--- config.mk ---
export PLATFORM = sky130hd
export DESIGN_NAME = pixel_readout
export DESIGN_NICKNAME = d
export VERILOG_FILES = /design/src/rtl/pixel_readout.sv
export SDC_FILE = /design/constraint.sdc
export NUM_CORES = 1
export LEC_CHECK = 0
export BUFFER_PORTS_ARGS = -buffer_cell sky130_fd_sc_hd__buf_2
export CORE_MARGIN = 2
export CORE_UTILIZATION = 51
export CTS_BUF_LIST = sky130_fd_sc_hd__clkbuf_2 sky130_fd_sc_hd__clkbuf_4 sky130_fd_sc_hd__clkbuf_8
export DETAILED_ROUTE_END_ITERATION = 8
export GPL_ROUTABILITY_DRIVEN = 0
export PLACE_DENSITY_LB_ADDON = 0.2
export SLEW_MARGIN = 5
export SYNTH_ARGS = -nofsm -noshare
export SYNTH_HDL_FRONTEND = slang
export SYNTH_SLANG_ARGS = --single-unit
--- constraint.sdc ---
create_clock -name clk -period 3.13 [get_ports clk]
set_input_delay 0.313 -clock clk [delete_from_list [all_inputs] [get_ports clk]]
set_output_delay 0.313 -clock clk [all_outputs]
set_load 0.03 [all_outputs]
--- src/rtl/pixel_readout.sv ---
// rtl/pixel_readout.sv - captures a selected pixel row after a settle interval and streams it out pixel by pixel
module pixel_readout #(
  parameter int PIXEL_ARRAY_WIDTH  = 4,
  parameter int PIXEL_ARRAY_HEIGHT = 4,
  parameter int PIXEL_BITS         = 8,
  parameter int SETTLE_CYCLES      = 2
) (
  input  logic                                      clk,
  input  logic                                      reset,
  input  logic [PIXEL_ARRAY_HEIGHT-1:0]             p_row_select,
  input  logic [PIXEL_ARRAY_WIDTH*PIXEL_BITS-1:0]   p_data,
  output logic [PIXEL_BITS-1:0]                     out_data,
  output logic [$clog2(PIXEL_ARRAY_HEIGHT)-1:0]     out_row,
  output logic [$clog2(PIXEL_ARRAY_WIDTH)-1:0]      out_col,
  output logic                                      out_valid,
  input  logic                                      out_ready,
  output logic                                      frame_done,
  output logic                                      overrun,
  output logic                                      sel_error
);

  localparam int ROW_W = $clog2(PIXEL_ARRAY_HEIGHT);
  localparam int COL_W = $clog2(PIXEL_ARRAY_WIDTH);
  localparam int CNT_W = $clog2(SETTLE_CYCLES + 1);
  localparam logic [PIXEL_ARRAY_HEIGHT-1:0] SEL_ONE  = PIXEL_ARRAY_HEIGHT'(1);
  localparam logic [COL_W-1:0]              LAST_COL = COL_W'(PIXEL_ARRAY_WIDTH - 1);
  localparam logic [ROW_W-1:0]              LAST_ROW = ROW_W'(PIXEL_ARRAY_HEIGHT - 1);
  localparam logic [CNT_W-1:0]              CAP_CNT  = CNT_W'(SETTLE_CYCLES - 1);

  typedef enum logic [1:0] {IDLE, SETTLE, DRAIN} state_t;

  state_t                                  state_q;
  logic [PIXEL_ARRAY_HEIGHT-1:0]           last_q;
  logic [PIXEL_ARRAY_HEIGHT-1:0]           cand_q;
  logic [CNT_W-1:0]                        cnt_q;
  logic [PIXEL_ARRAY_WIDTH*PIXEL_BITS-1:0] buf_q;
  logic [PIXEL_BITS-1:0]                   data_q;
  logic [ROW_W-1:0]                        row_q;
  logic [COL_W-1:0]                        col_q;
  logic                                    valid_q;
  logic                                    frame_q;
  logic                                    overrun_q;
  logic                                    sel_err_q;

  logic                                    multi_d;
  logic                                    onehot_d;
  logic [PIXEL_ARRAY_HEIGHT-1:0]           eff_sel_d;
  logic [ROW_W-1:0]                        row_enc_d;
  logic [COL_W-1:0]                        next_col_d;
  logic [PIXEL_BITS-1:0]                   next_pix_d;

  assign out_data   = data_q;
  assign out_row    = row_q;
  assign out_col    = col_q;
  assign out_valid  = valid_q;
  assign frame_done = frame_q;
  assign overrun    = overrun_q;
  assign sel_error  = sel_err_q;

  // Classify the select (multi-hot is treated as idle), encode the row and pick the next buffered pixel
  always_comb begin
    multi_d    = |(p_row_select & (p_row_select - SEL_ONE));
    eff_sel_d  = multi_d ? '0 : p_row_select;
    onehot_d   = |eff_sel_d;
    row_enc_d  = '0;
    for (int r = 0; r < PIXEL_ARRAY_HEIGHT; r++) begin
      if (eff_sel_d[r]) row_enc_d = ROW_W'(r);
    end
    next_col_d = col_q + COL_W'(1);
    next_pix_d = '0;
    for (int c = 0; c < PIXEL_ARRAY_WIDTH; c++) begin
      if (next_col_d == COL_W'(c)) next_pix_d = buf_q[c*PIXEL_BITS +: PIXEL_BITS];
    end
  end

  // Readout FSM: detect a new row, wait for it to settle, capture it, then drain it over the handshake
  always_ff @(posedge clk or posedge reset) begin
    if (reset) begin
      state_q   <= IDLE;
      last_q    <= '0;
      cand_q    <= '0;
      cnt_q     <= '0;
      buf_q     <= '0;
      data_q    <= '0;
      row_q     <= '0;
      col_q     <= '0;
      valid_q   <= 1'b0;
      frame_q   <= 1'b0;
      overrun_q <= 1'b0;
      sel_err_q <= 1'b0;
    end else begin
      frame_q <= 1'b0;
      if (multi_d) sel_err_q <= 1'b1;
      // Deselecting re-arms capture of the same row
      if (eff_sel_d == '0) last_q <= '0;
      case (state_q)
        IDLE: begin
          if (onehot_d && eff_sel_d != last_q) begin
            state_q <= SETTLE;
            cand_q  <= eff_sel_d;
            cnt_q   <= CNT_W'(1);
          end
        end
        SETTLE: begin
          if (eff_sel_d == cand_q) begin
            if (cnt_q >= CAP_CNT) begin
              buf_q   <= p_data;
              data_q  <= p_data[PIXEL_BITS-1:0];
              row_q   <= row_enc_d;
              col_q   <= '0;
              last_q  <= cand_q;
              valid_q <= 1'b1;
              cnt_q   <= '0;
              state_q <= DRAIN;
            end else begin
              cnt_q <= cnt_q + CNT_W'(1);
            end
          end else begin
            cnt_q   <= '0;
            state_q <= IDLE;
          end
        end
        DRAIN: begin
          // A new row while busy is dropped for good and flagged
          if (onehot_d && eff_sel_d != last_q) begin
            overrun_q <= 1'b1;
            last_q    <= eff_sel_d;
          end
          if (valid_q && out_ready) begin
            if (col_q == LAST_COL) begin
              valid_q <= 1'b0;
              col_q   <= '0;
              state_q <= IDLE;
              if (row_q == LAST_ROW) frame_q <= 1'b1;
            end else begin
              col_q  <= next_col_d;
              data_q <= next_pix_d;
            end
          end
        end
        default: state_q <= IDLE;
      endcase
    end
  end

endmodule

# ---- Word level (Yosys, flattened, before mapping)
# Index checks and enable logic that the tools add are counted.
dict set report totals {
  input_bits 39
  elab_cells 91
  register_bits 60
  out_inout_bits 16
}
dict set report op_classes {
  reduce_logical 17
  n_eq_ne 16
  n_bitwise 1
  order_cmp 1
  add_sub_neg 3
  mux 41
}
# cell count
set ops {}
lappend ops {{$mux W8} 8}
lappend ops {{$mux W2} 13}
lappend ops {{$mux W4} 5}
lappend ops {{$pmux W8 S2} 1}
lappend ops {{$ne A2 B2 Y1 const B} 6}
lappend ops {{$eq A2 B2 Y1 const B} 5}
lappend ops {{$reduce_and A5 Y1} 2}
lappend ops {{$mux W1} 9}
lappend ops {{$pmux W2 S2} 2}
lappend ops {{$pmux W4 S2} 1}
lappend ops {{$reduce_and A4 Y1} 2}
lappend ops {{$reduce_or A4 Y1} 2}
lappend ops {{$pmux W2 S3} 1}
lappend ops {{$reduce_and A2 Y1} 3}
lappend ops {{$add A2 B1 Y2 const B} 2}
lappend ops {{$and A4 B4 Y4} 1}
lappend ops {{$eq A2 B1 Y1 const B} 2}
lappend ops {{$eq A4 B4 Y1} 1}
lappend ops {{$logic_not A2 Y1} 2}
lappend ops {{$logic_not A4 Y1} 1}
lappend ops {{$ne A4 B4 Y1} 1}
lappend ops {{$reduce_bool A2 Y1} 2}
lappend ops {{$sub A4 B1 Y4 const B} 1}
lappend ops {{$ne A3 B3 Y1 const B} 1}
lappend ops {{4 further kinds} 5}

# ---- Longest topological paths before layout
# Gate-level depths: netlist of the first run.
dict set report depth {
  ltp_word 9
  mapped_depth 9
  ltp_nobuf 7
}

# ---- Worst setup path before layout of the first run
# OpenSTA, ideal clock, no wires.
dict set report synth_path {
  path_kind {input-to-reg}
  startpoint {input port p_row_select[1]}
  endpoint {register buf_q[14]}
  required_time_ns 3.005
  setup_time_ns 0.125
  t_arrival_ns 1.988
  setup_slack_ns 1.016
  path_buffers 3
  cell_stages 8
  cell_sequence {buf_6 -> or2_1 -> a311o_1 -> a32oi_2 -> nand3b_2 -> buf_6 -> buf_6 -> mux2_4}
}
dict set report synth_via {
  elab_chain_cells 6
}
# element line_no
set synth_lines {}
lappend synth_lines {{start, declared} 10} ;# input logic [PIXEL_ARRAY_HEIGHT-1:0] p_row_select,
lappend synth_lines {{$sub A4 B1 Y4} 62} ;# multi_d = |(p_row_select & (p_row_select - SEL_ONE));
lappend synth_lines {{$and A4 B4 Y4} 62}
lappend synth_lines {{$reduce_or A4 Y1} 62}
lappend synth_lines {{$mux W4 *} 63} ;# eff_sel_d = multi_d ? '0 : p_row_select;
lappend synth_lines {{$eq A4 B4 Y1 *} 105} ;# if (eff_sel_d == cand_q) begin
lappend synth_lines {{$reduce_and A3 Y1 (no source line) *} n/a}
lappend synth_lines {{end signal, assigned} 107} ;# buf_q <= p_data;
lappend synth_lines {{end, declared} 36} ;# logic [PIXEL_ARRAY_WIDTH*PIXEL_BITS-1:0] buf_q;
# Mark *: on every way between the ends. The rest lies on a longest branch, timed or not.
# A chain may end at the register's enable or synchronous reset.

# ---- Worst setup path after layout of the first run
dict set report layout_path {
  startpoint {register cand_q[1]}
  endpoint {register last_q[0]}
}
dict set report layout_via {
  elab_chain_cells 3
}
# element line_no
set layout_lines {}
lappend layout_lines {{start, declared} 34} ;# logic [PIXEL_ARRAY_HEIGHT-1:0] cand_q;
lappend layout_lines {{start signal, assigned} 100} ;# cand_q <= eff_sel_d;
lappend layout_lines {{$eq A4 B4 Y1} 105}
lappend layout_lines {{$mux W4} 105}
lappend layout_lines {{$pmux W4 S2} 96} ;# case (state_q)
lappend layout_lines {{end signal, assigned} 111} ;# last_q <= cand_q;
lappend layout_lines {{end signal, assigned} 127} ;# last_q <= eff_sel_d;
lappend layout_lines {{end, declared} 33} ;# logic [PIXEL_ARRAY_HEIGHT-1:0] last_q;
# No other way between the ends.

==> results of run 1 <==
[through the flow]
step | worst slack, ps | power (mW) | cells | hold WS [ps]
after detailed placement | 649 | 2.89 | 420 | 300
final | 885 | 3.55 | 435 | 203
after floorplan | 1020 | 2.52 | 306 | 462
after global routing | 792 | 3.80 | 435 | 199
after global placement | 707 | 2.86 | 420 | 294
after CTS | 911 | 3.57 | 435 | 192
[synthesized netlist by cell type, drive strengths merged (2+ instances only)]
master	n
o221a	2
inv	16
nand3b	4
dfrtp	60
nor2b	2
o21ai	17
xor2	2
ha	9
buf	9
nor4b	4
a221o	2
mux2	44
o31ai	2
nand3	5
a32oi	5
a32o	3
nand2	22
a22oi	8
a211o	2
nor2	18
o2bb2ai	3
and2	3
and3	3
a21oi	28
nor4bb	4
nor3	2
clkbuf	11
[kinds of logic after synthesis]
group           after synthesis  synth area share [%]
compound gates               81                  16.4
xor+xnor                      2                 0.529
fa+ha+maj                    10                  3.70
buf+inv                      36                  5.36
flops                        60                  45.3
mux                          44                  16.5
simple gates                 73                  12.1
[worst max-delay path, delay by kind of cell, from the launching register on]
family | cells | cell delay (ps)
AOI/OAI and AO/OA | 4 | 950
DFF | 1 | 420
buffers and inverters | 1 | 450
and+or+nand+nor | 2 | 280
[metal layers]
| layer | global-route usage (%) | vias up |
|---|---|---|
| met3 | 6.10 | 6 |
| met1 | 33.0 | 1168 |
| li1 | - | 1206 |
| met2 | 28.0 | 70 |
| met5 | 0 | - |
| met4 | 5.19 | 0 |
[repair_timing]
action                    CTS  global route
hold buffers                1             0
hold endpoints to repair   16             0
gates resized for setup     0             0
[sequential cells by signal, indices dropped and copies added, names as in the netlist]
register / flops
buf_q: 32
frame_done: 1
out_row: 2
out_valid: 1
state_q: 2
cnt_q: 2
sel_error: 1
out_data: 8
out_col: 2
overrun: 1
last_q: 4
cand_q: 4
[placed cells by master, fill, tap and decap left out, drive strengths merged, types with 2 or more instances in the layout]
| cell type | Yosys | routed |
|---|---|---|
| inv | 16 | 16 |
| o221a | 2 | 2 |
| dfrtp | 60 | 60 |
| a211o | 2 | 2 |
| nor3 | 2 | 2 |
| o31ai | 2 | 2 |
| clkbuf | 11 | 11 |
| a32oi | 5 | 5 |
| a221o | 2 | 2 |
| a22oi | 8 | 8 |
| buf | 9 | 57 |
| nor2b | 2 | 2 |
| and2 | 3 | 3 |
| o21ai | 17 | 17 |
| a21oi | 28 | 28 |
| mux2 | 44 | 44 |
| nand3 | 5 | 5 |
| nor4bb | 4 | 4 |
| clkinv | 0 | 2 |
| nor4b | 4 | 4 |
| a32o | 3 | 3 |
| nand2 | 22 | 22 |
| xor2 | 2 | 2 |
| o2bb2ai | 3 | 3 |
| and3 | 3 | 3 |
| ha | 9 | 9 |
| nor2 | 18 | 18 |
| nand3b | 4 | 4 |
[power groups by stage]
stage / combinational (mW) / sequential [mW] / clock, mW
after global placement: 1.53 / 1.32 / 0
after global routing: 1.75 / 1.35 / 0.702
final: 1.58 / 1.31 / 0.662
after CTS: 1.58 / 1.31 / 0.676
after detailed placement: 1.58 / 1.32 / 0
after floorplan: 1.09 / 1.42 / 0
[path summary, 6_finish.rpt]
path                            startpoint          to
worst max-delay path             cand_q[1]   last_q[0]
worst min-delay path            p_data[20]   buf_q[20]
worst max register to register   cand_q[1]   last_q[0]
worst min register to register     overrun     overrun
max in group asynchronous            reset   buf_q[26]
min in group asynchronous            reset  out_row[1]
[cell type report]
cell class                      instances  area share [%]
Clock buffer                           11            3.68
Clock inverter                          3            1.06
Inverter                               16            1.59
Multi-Input combinational cell        210            43.3
Sequential cell                        60            39.8
Tap cell                               77            2.55
Timing Repair Buffer                   58            8.03
==> key figures, run 1 <==
Clocking
  • Clock buffer depth: 2
  • Clock Latency Late Sink: 340 ps
  • CTS tree: done
  • H-tree Lvls: 3
  • Clk root buf: clkbuf_8
  • Post-CTS setup buffers: 0
  • Number of buffers created by CTS: 9
  • CTS clk-pin slew, worst paths: 70 ps
  • Clk sinks: 60

Detailed routing
  • # DRC: 0
  • Met3 WL post-DR: between 400 and 500 um
  • WL/cell: 16.1 um
  • Routed wl met2: between 2000 and 3000 um
  • Pre-antenna DRT Iters: 4
  • Final ANT Viol Nets: 0
  • Via count: approximately 2500
  • M1 wire length: 3610 um
  • Top Metal Used: met4
  • Iter 0 DRT Violations: between 200 and 250
  • Vias per cell: 5.63
  • WL final: 7010 um

GRT
  • Largest net degree at the start of global routing: 45
  • Vias in the first global route: ~2300
  • Global-route wire length before repair: between 10000 and 15000 um
  • Initial antenna violation count: 0
  • Total track usage: 20.9%
  • GRT overflow: 0

Cells and area
  • Final #Nets: 403
  • Fill cells: approximately 560
  • Final Core Density: between 50% and 60%
  • Reg area: 1500 um2
  • Area delta synth->final: 13.9%
  • Fin area: roughly 3800 um2
  • Area occupied by multi-input gates: ~1600 um2
  • Layout cells sized above 1: 34.9%
  • Antenna fix cells: 0

Critical path
  • Worst-path cell chain: nor4bb_1, o21ai_0, a32oi_2, nand3b_2, buf_4, o21ai_0, a31o_2
  • Crit path required time: 3360 ps
  • Max incr delay on CP: 450 ps
  • Crit path DAT: between 2000 and 2500 ps
  • Critical path type: flip-flop to flip-flop
  • CP Max Fanout: 38
  • Most Frequent Cell on Critical Path: o21ai_0
  • Slowest cell on crit path: buf_4
  • R2R setup slack: a little under 900 ps
  • R2r worst-path depth: 7
  • Nature of the critical path startpoint: flip-flop
  • Crit end category: flip-flop

Power and ir drop
  • P_int: 2.19 mW
  • Sequential share of power: 37.0%
  • Net Switching: ~1.4 mW
  • Leak: approximately 1.8 nW
  • Sw Ratio: between 30% and 40%
  • Combinational group share of total power: approximately 44%
  • Clock Power Share: between 10% and 20%
  • P per Cell Area: about 940 nW/um2
  • VDD IR max: 763 uV

STA
  • Slew at the pin with the worst max-slew slack: 564 ps
  • Setup TNS: 0 ps
  • RSZ-0062 raised after global routing: false
  • Final Critical Period: around 2200 ps
  • Final setup viols: 0
  • Fmax: 445 MHz
  • Skew final: 6.45 ps
  • Slew headroom: 62.4%
  • Period utilization: between 70 and 80%
  • Max-slew violations: 0
  • Fin. Hold Viols: 0

Die
  • DIE AREA: slightly above 7000 um2
  • Die H: between 80 and 90 um
  • Initial core utilization: 52.5%
  • Core ar.: 6310 um2
  • IO Pins: 55
  • Site Rows: 29
  • Die width: 84.6 um

Synthesis
  • Synth Flop Type: dfrtp_1
  • Leading post-synthesis cells by cell area: dfrtp_1, mux2_2, mux2_4, a21oi_1, ha_1
  • Post-Syn Nets: around 350
  • Distinct cells, synth: 53
  • Number of flops mapped to enable cells by yosys: 0
  • Share of the synthesized area in the top cell type: 45.3%
  • Async S/R FF share, synth: 100%
  • Post-synthesis sequential area ratio: a little under half
  • Synth Register Bits: 60
  • Syn Area/Cell: ~11 um2
  • Synthesized area: 3310 um2
  • Synth warnings: 0
  • Cell count after synthesis: a little over 300
  • Dominant cell type by area after synthesis: dfrtp_1

Place
  • Placed Area: about 3600 um2
  • Port Buffers: 54
  • DP Wirelength: 5050 um

Job
  • Max-Cap Viols: 0

Min path
  • HP Class: primary input to flip-flop
  • Hold path cells: 2

Outcome
  • Status: finished clean
(Power assumes the default switching activity.)
==> run 2: changes to the inputs <==
Clock period 3.13 ns to 2 ns, I/O delays scaled along.
==> key figures, run 2 (synthesized netlist as in run 1, its figures left out) <==
Detailed routing
  • WL/cell: 16.2 um (+0.36%)
  • Final ANT Viol Nets: 0 (unchanged)
  • Pre-antenna DRT Iters: 4 (unchanged)
  • Via count: 2605 (+6.3%)
  • Iter 0 DRT Violations: 211 (+1.4%)
  • Vias per cell: 5.61 (-0.32%)
  • # DRC: 0 (unchanged)
  • WL final: 7510 um (+7.0%)

Place
  • DP Worst Slack: -111 ps (-761 ps)
  • DP Wirelength: 5330 um (+5.5%)
  • Port Buffers: 54 (unchanged)
  • Placed cells: 444 (+5.7%)

GRT
  • GRT overflow: 0 (unchanged)
  • Global-route wire length before repair: 12400 um (+3.8%)
  • Largest net degree at the start of global routing: 61 (+36%)
  • Vias in the first global route: 2504 (+6.9%)
  • Total track usage: 21.9% (+1.0 points)
  • Initial antenna violation count: 0 (unchanged)

Cells and area
  • Final #Nets: 430 (+6.7%)
  • Antenna fix cells: 0 (unchanged)
  • Commonest non-fill, non-tap cell in the layout: dfrtp_1
  • Area delta synth->final: 24.9%
  • Fill cells: 509 (-8.9%)
  • Max reg flops: 32 (unchanged)
  • Final cell count without fillers: 464 (+6.7%)
  • Layout cells sized above 1: 43.4% (+8.5 points)
  • Largest reg by FF count: buf_q
  • Final Core Density: 65.5% (+5.8 points)
  • Leading cell types in the layout, fill and taps excluded: dfrtp_1, buf_2, mux2_2

STA
  • Max-slew violations: 0 (unchanged)
  • Skew final: 7.06 ps (+0.612 ps)
  • Final Critical Period: 1950 ps (-291 ps)
  • Fmax: 512 MHz (+15%)
  • Final setup viols: 0 (unchanged)
  • Period utilization: 97.7% (+26 points)
  • Slew at the pin with the worst max-slew slack: 490 ps (-74.5 ps)
  • Slew headroom: 66.9% (+4.5 points)
  • Fin. Hold Viols: 0 (unchanged)
  • RSZ-0062 raised after global routing: true
  • Setup TNS: 0 ps (unchanged)
  • Final WS setup: 45.9 ps (-839 ps)

Critical path
  • Buf/Inv on CP: 2 (+1)
  • Max incr delay on CP: 420 ps (-30 ps)
  • FF-to-FF End: last_q[2]
  • Top delay family on crit path: compound AO/OA/AOI/OAI gates
  • CP Max Fanout: 4 (-89%)
  • Crit end category: flip-flop
  • Critical path type: flip-flop to flip-flop
  • R2r startpoint: cand_q[1]
  • R2R setup slack: 50 ps (-840 ps)
  • Slowest cell on crit path: dfrtp_1
  • R2r worst-path depth: 7 (unchanged)
  • Worst-path cell chain: buf_4, a311o_1, a32o_2, o21ai_4, buf_6, o22ai_1, a211o_1
  • Crit path DAT: 2180 ps (-300 ps)
  • Nature of the critical path startpoint: flip-flop
  • Crit path required time: 2220 ps (-1140 ps)

Die
  • Core ar.: 6310 um2 (unchanged)
  • Die H: 84.6 um (unchanged)
  • Initial core utilization: 52.5% (unchanged)
  • Die width: 84.6 um (unchanged)
  • DIE AREA: 7150 um2 (unchanged)
  • Site Rows: 29 (unchanged)
  • IO Pins: 55 (unchanged)

Clocking
  • Clock buffer depth: 2 (unchanged)
  • Clock Latency Late Sink: 340 ps (about the same)
  • Number of buffers created by CTS: 9 (unchanged)
  • CTS tree: done
  • Clk root buf: clkbuf_8
  • H-tree Lvls: 3 (unchanged)
  • Clk sinks: 60 (unchanged)
  • CTS clk-pin slew, worst paths: 70 ps (about the same)

Power and ir drop
  • Leak: 1.97 nW (+10%)
  • P per Cell Area: 1430 nW/um2 (+52%)
  • VDD IR max: 992 uV (+30%)

Min path
  • HP Class: primary input to flip-flop
  • Hold endpoint: buf_q[25]
  • Hold path cells: 2 (unchanged)
  • Worst hold start: p_data[25]

Job
  • Max-Cap Viols: 0 (unchanged)

Outcome
  • Status: finished clean
[run 2: cell types whose count changed in the layout (fill, tap and decap cells not counted), moves of 3 or more]
cell / change
buf_4: +23
ha_2: +3
buf_12: +3
ha_1: -3
[run 2: how the worst max path moves through the flow]
stage	cells after the start	to	startpoint
3_5_place_dp	7	cand_q[0]	p_row_select[3]
5_1_grt	7	last_q[2]	cand_q[1]
4_1_cts	6	out_data[2]	cand_q[1]
6_report	7	last_q[2]	cand_q[1]
3_3_place_gp	7	cand_q[2]	p_row_select[3]
2_1_floorplan	7	out_data[0]	out_col[0]
[run 2: cell type report]
type                            instances  area [um2]  share of cell area (%)
Sequential cell                        60        1500                    36.3
Clock buffer                           12         159                    3.84
Clock inverter                          4        47.5                    1.15
Multi-Input combinational cell        210        1720                    41.7
Tap cell                               77        96.3                    2.33
Timing Repair Buffer                   85         547                    13.2
Inverter                               16        60.1                    1.45
[run 2: timing repair]
action / 4_1_cts / 5_1_grt
buffers inserted: 0 / 3
hold buffers: 1 / 0
endpoints found under the setup margin: 0 / 51
endpoints found under the hold margin: 60 / 0
gates resized for setup: 0 / 21
[run 2: report_power, final]
part           total, mW  internal [mW]  switching [mW]
combinational       2.75           1.30            1.45
sequential          2.05           1.73           0.325
clock               1.13          0.653           0.475
[run 2: metal layers]
metal  track usage, %  part of all wire, %  wire length (um)  up-vias
met4             5.92                  1.1                81        0
met5                0                    0                 0        -
li1                 -                    -                 -     1269
met1             33.3                   51              3840     1260
met2             30.1                   43              3210       68
met3             7.18                  5.0               376        8
[run 2: stage by stage]
step | cell area [um2] | power, mW | hold WS (ps)
2_1_floorplan | 3310 | 3.94 | 349
3_3_place_gp | 3800 | 4.60 | 283
3_5_place_dp | 3800 | 4.67 | 288
4_1_cts | 4020 | 5.82 | 73.1
5_1_grt | 4140 | 6.32 | 71.9
6_report | 4140 | 5.93 | 90.6
==> run 3: changes to the inputs <==
Settings changed: CTS_BUF_LIST sky130_fd_sc_hd__clkbuf_2 sky130_fd_sc_hd__clkbuf_4 sky130_fd_sc_hd__clkbuf_8 to unset.
==> key figures, run 3 (synthesized netlist as in run 1, its figures left out) <==
Min path
  • Hold path cells: 2 (unchanged)
  • Hold endpoint: buf_q[25]
  • Worst hold start: p_data[25]
  • HP Class: primary input to flip-flop

Detailed routing
  • Iter 0 DRT Violations: 211 (unchanged)
  • Via count: 2605 (unchanged)
  • Final ANT Viol Nets: 0 (unchanged)
  • # DRC: 0 (unchanged)
  • WL final: 7510 um (unchanged)
  • Pre-antenna DRT Iters: 4 (unchanged)
  • WL/cell: 16.2 um (unchanged)
  • Vias per cell: 5.61 (unchanged)

Power and ir drop
  • P per Cell Area: 1430 nW/um2 (-0.14%)
  • Combinational group share of total power: 46.5% (about the same)
  • Sw Ratio: 38.0% (+0.088 points)
  • Net Switching: 2.25 mW (about the same)
  • P_int: 3.67 mW (-0.37%)
  • Leak: 1.97 nW (-0.17%)
  • Clock Power Share: 18.8% (-0.2 points)
  • VDD IR max: 992 uV (about the same)
  • Sequential share of power: 34.7% (about the same)

Die
  • IO Pins: 55 (unchanged)
  • Site Rows: 29 (unchanged)
  • Initial core utilization: 52.5% (unchanged)
  • Core ar.: 6310 um2 (unchanged)
  • Die H: 84.6 um (unchanged)
  • Die width: 84.6 um (unchanged)
  • DIE AREA: 7150 um2 (unchanged)

Clocking
  • Clk root buf: clkbuf_8
  • Clock Latency Late Sink: 340 ps (about the same)
  • H-tree Lvls: 3 (unchanged)
  • CTS tree: done
  • Number of buffers created by CTS: 9 (unchanged)
  • CTS clk-pin slew, worst paths: 70 ps (about the same)
  • Clock buffer depth: 2 (unchanged)
  • Clk sinks: 60 (unchanged)

Cells and area
  • Area occupied by multi-input gates: 1720 um2 (unchanged)
  • Area delta synth->final: 24.8% (about the same)
  • Largest reg by FF count: buf_q
  • Commonest non-fill, non-tap cell in the layout: dfrtp_1
  • Final #Nets: 430 (unchanged)
  • Layout cells sized above 1: 43.2% (-0.26 points)
  • Fill cells: 509 (unchanged)
  • Reg area: 1500 um2 (unchanged)
  • Leading cell types in the layout, fill and taps excluded: dfrtp_1, buf_2, mux2_2
  • Max reg flops: 32 (unchanged)
  • Final cell count without fillers: 464 (unchanged)
  • Antenna fix cells: 0 (unchanged)

GRT
  • Vias in the first global route: 2504 (unchanged)
  • Total track usage: 21.9% (unchanged)
  • GRT overflow: 0 (unchanged)
  • Largest net degree at the start of global routing: 61 (unchanged)
  • Global-route wire length before repair: 12400 um (unchanged)
  • Initial antenna violation count: 0 (unchanged)

STA
  • Final setup viols: 0 (unchanged)
  • Fin. Hold Viols: 0 (unchanged)
  • Final Critical Period: 1950 ps (unchanged)
  • Skew final: 7.06 ps (unchanged)
  • Setup TNS: 0 ps (unchanged)
  • Slew headroom: 66.9% (unchanged)
  • RSZ-0062 raised after global routing: true
  • Slew at the pin with the worst max-slew slack: 490 ps (unchanged)
  • Period utilization: 97.7% (unchanged)
  • Max-slew violations: 0 (unchanged)
  • Fmax: 512 MHz (unchanged)

Critical path
  • R2r startpoint: cand_q[1]
  • R2r worst-path depth: 7 (unchanged)
  • R2R setup slack: 50 ps (about the same)
  • Crit end category: flip-flop
  • FF-to-FF End: last_q[2]
  • Nature of the critical path startpoint: flip-flop
  • Critical path type: flip-flop to flip-flop
  • Crit path required time: 2220 ps (about the same)
  • CP Max Fanout: 4 (unchanged)
  • Crit path DAT: 2180 ps (about the same)

Job
  • Max-Cap Viols: 0 (unchanged)

Place
  • Placed cells: 444 (unchanged)
  • Port Buffers: 54 (unchanged)
  • DP Wirelength: 5330 um (unchanged)

Outcome
  • Status: finished clean
## run 3: cell counts in the layout (fill, tap and decap cells not counted)
No cell type changed its count.
## run 3: worst max-delay path: stages (launching register included)
cell and delay, ps:
dfrtp_1 420, buf_4 160, a311o_1 290, a32o_2 270, o21ai_4 240, buf_6 140
o22ai_1 80, a211o_1 230
## run 3: metrics by stage
step	utilization, %	hold WS, ps	area (um2)	power [mW]	setup slack, ps
2_1_floorplan	-	349	3310	3.94	24.0
3_3_place_gp	60.2	283	3800	4.60	-31.8
3_5_place_dp	60.2	288	3800	4.67	-111
4_1_cts	63.6	73.1	4010	5.80	43.0
5_1_grt	65.5	71.9	4130	6.31	-52.7
6_report	65.5	90.6	4130	5.92	45.9
## run 3: per-layer routing
layer	global-route usage (%)	share of wire, %
met1	33.3	51
met2	30.1	43
met3	7.18	5.0
met4	5.92	1.1
met5	0	0
## run 3: final cells by class
| type | count | area share, % |
|---|---|---|
| Tap cell | 77 | 2.33 |
| Inverter | 16 | 1.45 |
| Clock buffer | 12 | 3.75 |
| Sequential cell | 60 | 36.4 |
| Timing Repair Buffer | 85 | 13.2 |
| Multi-Input combinational cell | 210 | 41.7 |
| Clock inverter | 4 | 1.15 |
## run 3: worst max-delay path by stage
stage / slack, ps / cells after the start / startpoint / end
2_1_floorplan: 20 / 7 / out_col[0] / out_data[0]
3_3_place_gp: -30 / 7 / p_row_select[3] / cand_q[2]
3_5_place_dp: -110 / 7 / p_row_select[3] / cand_q[0]
4_1_cts: 40 / 6 / cand_q[1] / out_data[2]
5_1_grt: -50 / 7 / cand_q[1] / last_q[2]
6_report: 50 / 7 / cand_q[1] / last_q[2]
## run 3: power groups by stage
stage | clock (mW) | sequential [mW] | combinational (mW)
floorplan | 0 | 2.23 | 1.71
global placement | 0 | 2.06 | 2.55
detailed placement | 0 | 2.06 | 2.61
CTS | 1.14 | 2.05 | 2.62
global route | 1.20 | 2.11 | 3.00
finish | 1.11 | 2.05 | 2.75
## run 3: repair_timing
action / 4_1_cts / 5_1_grt
setup buffers: 0 / 3
hold buffers: 1 / 0
gates resized for setup: 0 / 21
hold endpoints to repair: 60 / 0
setup endpoints to repair: 0 / 51
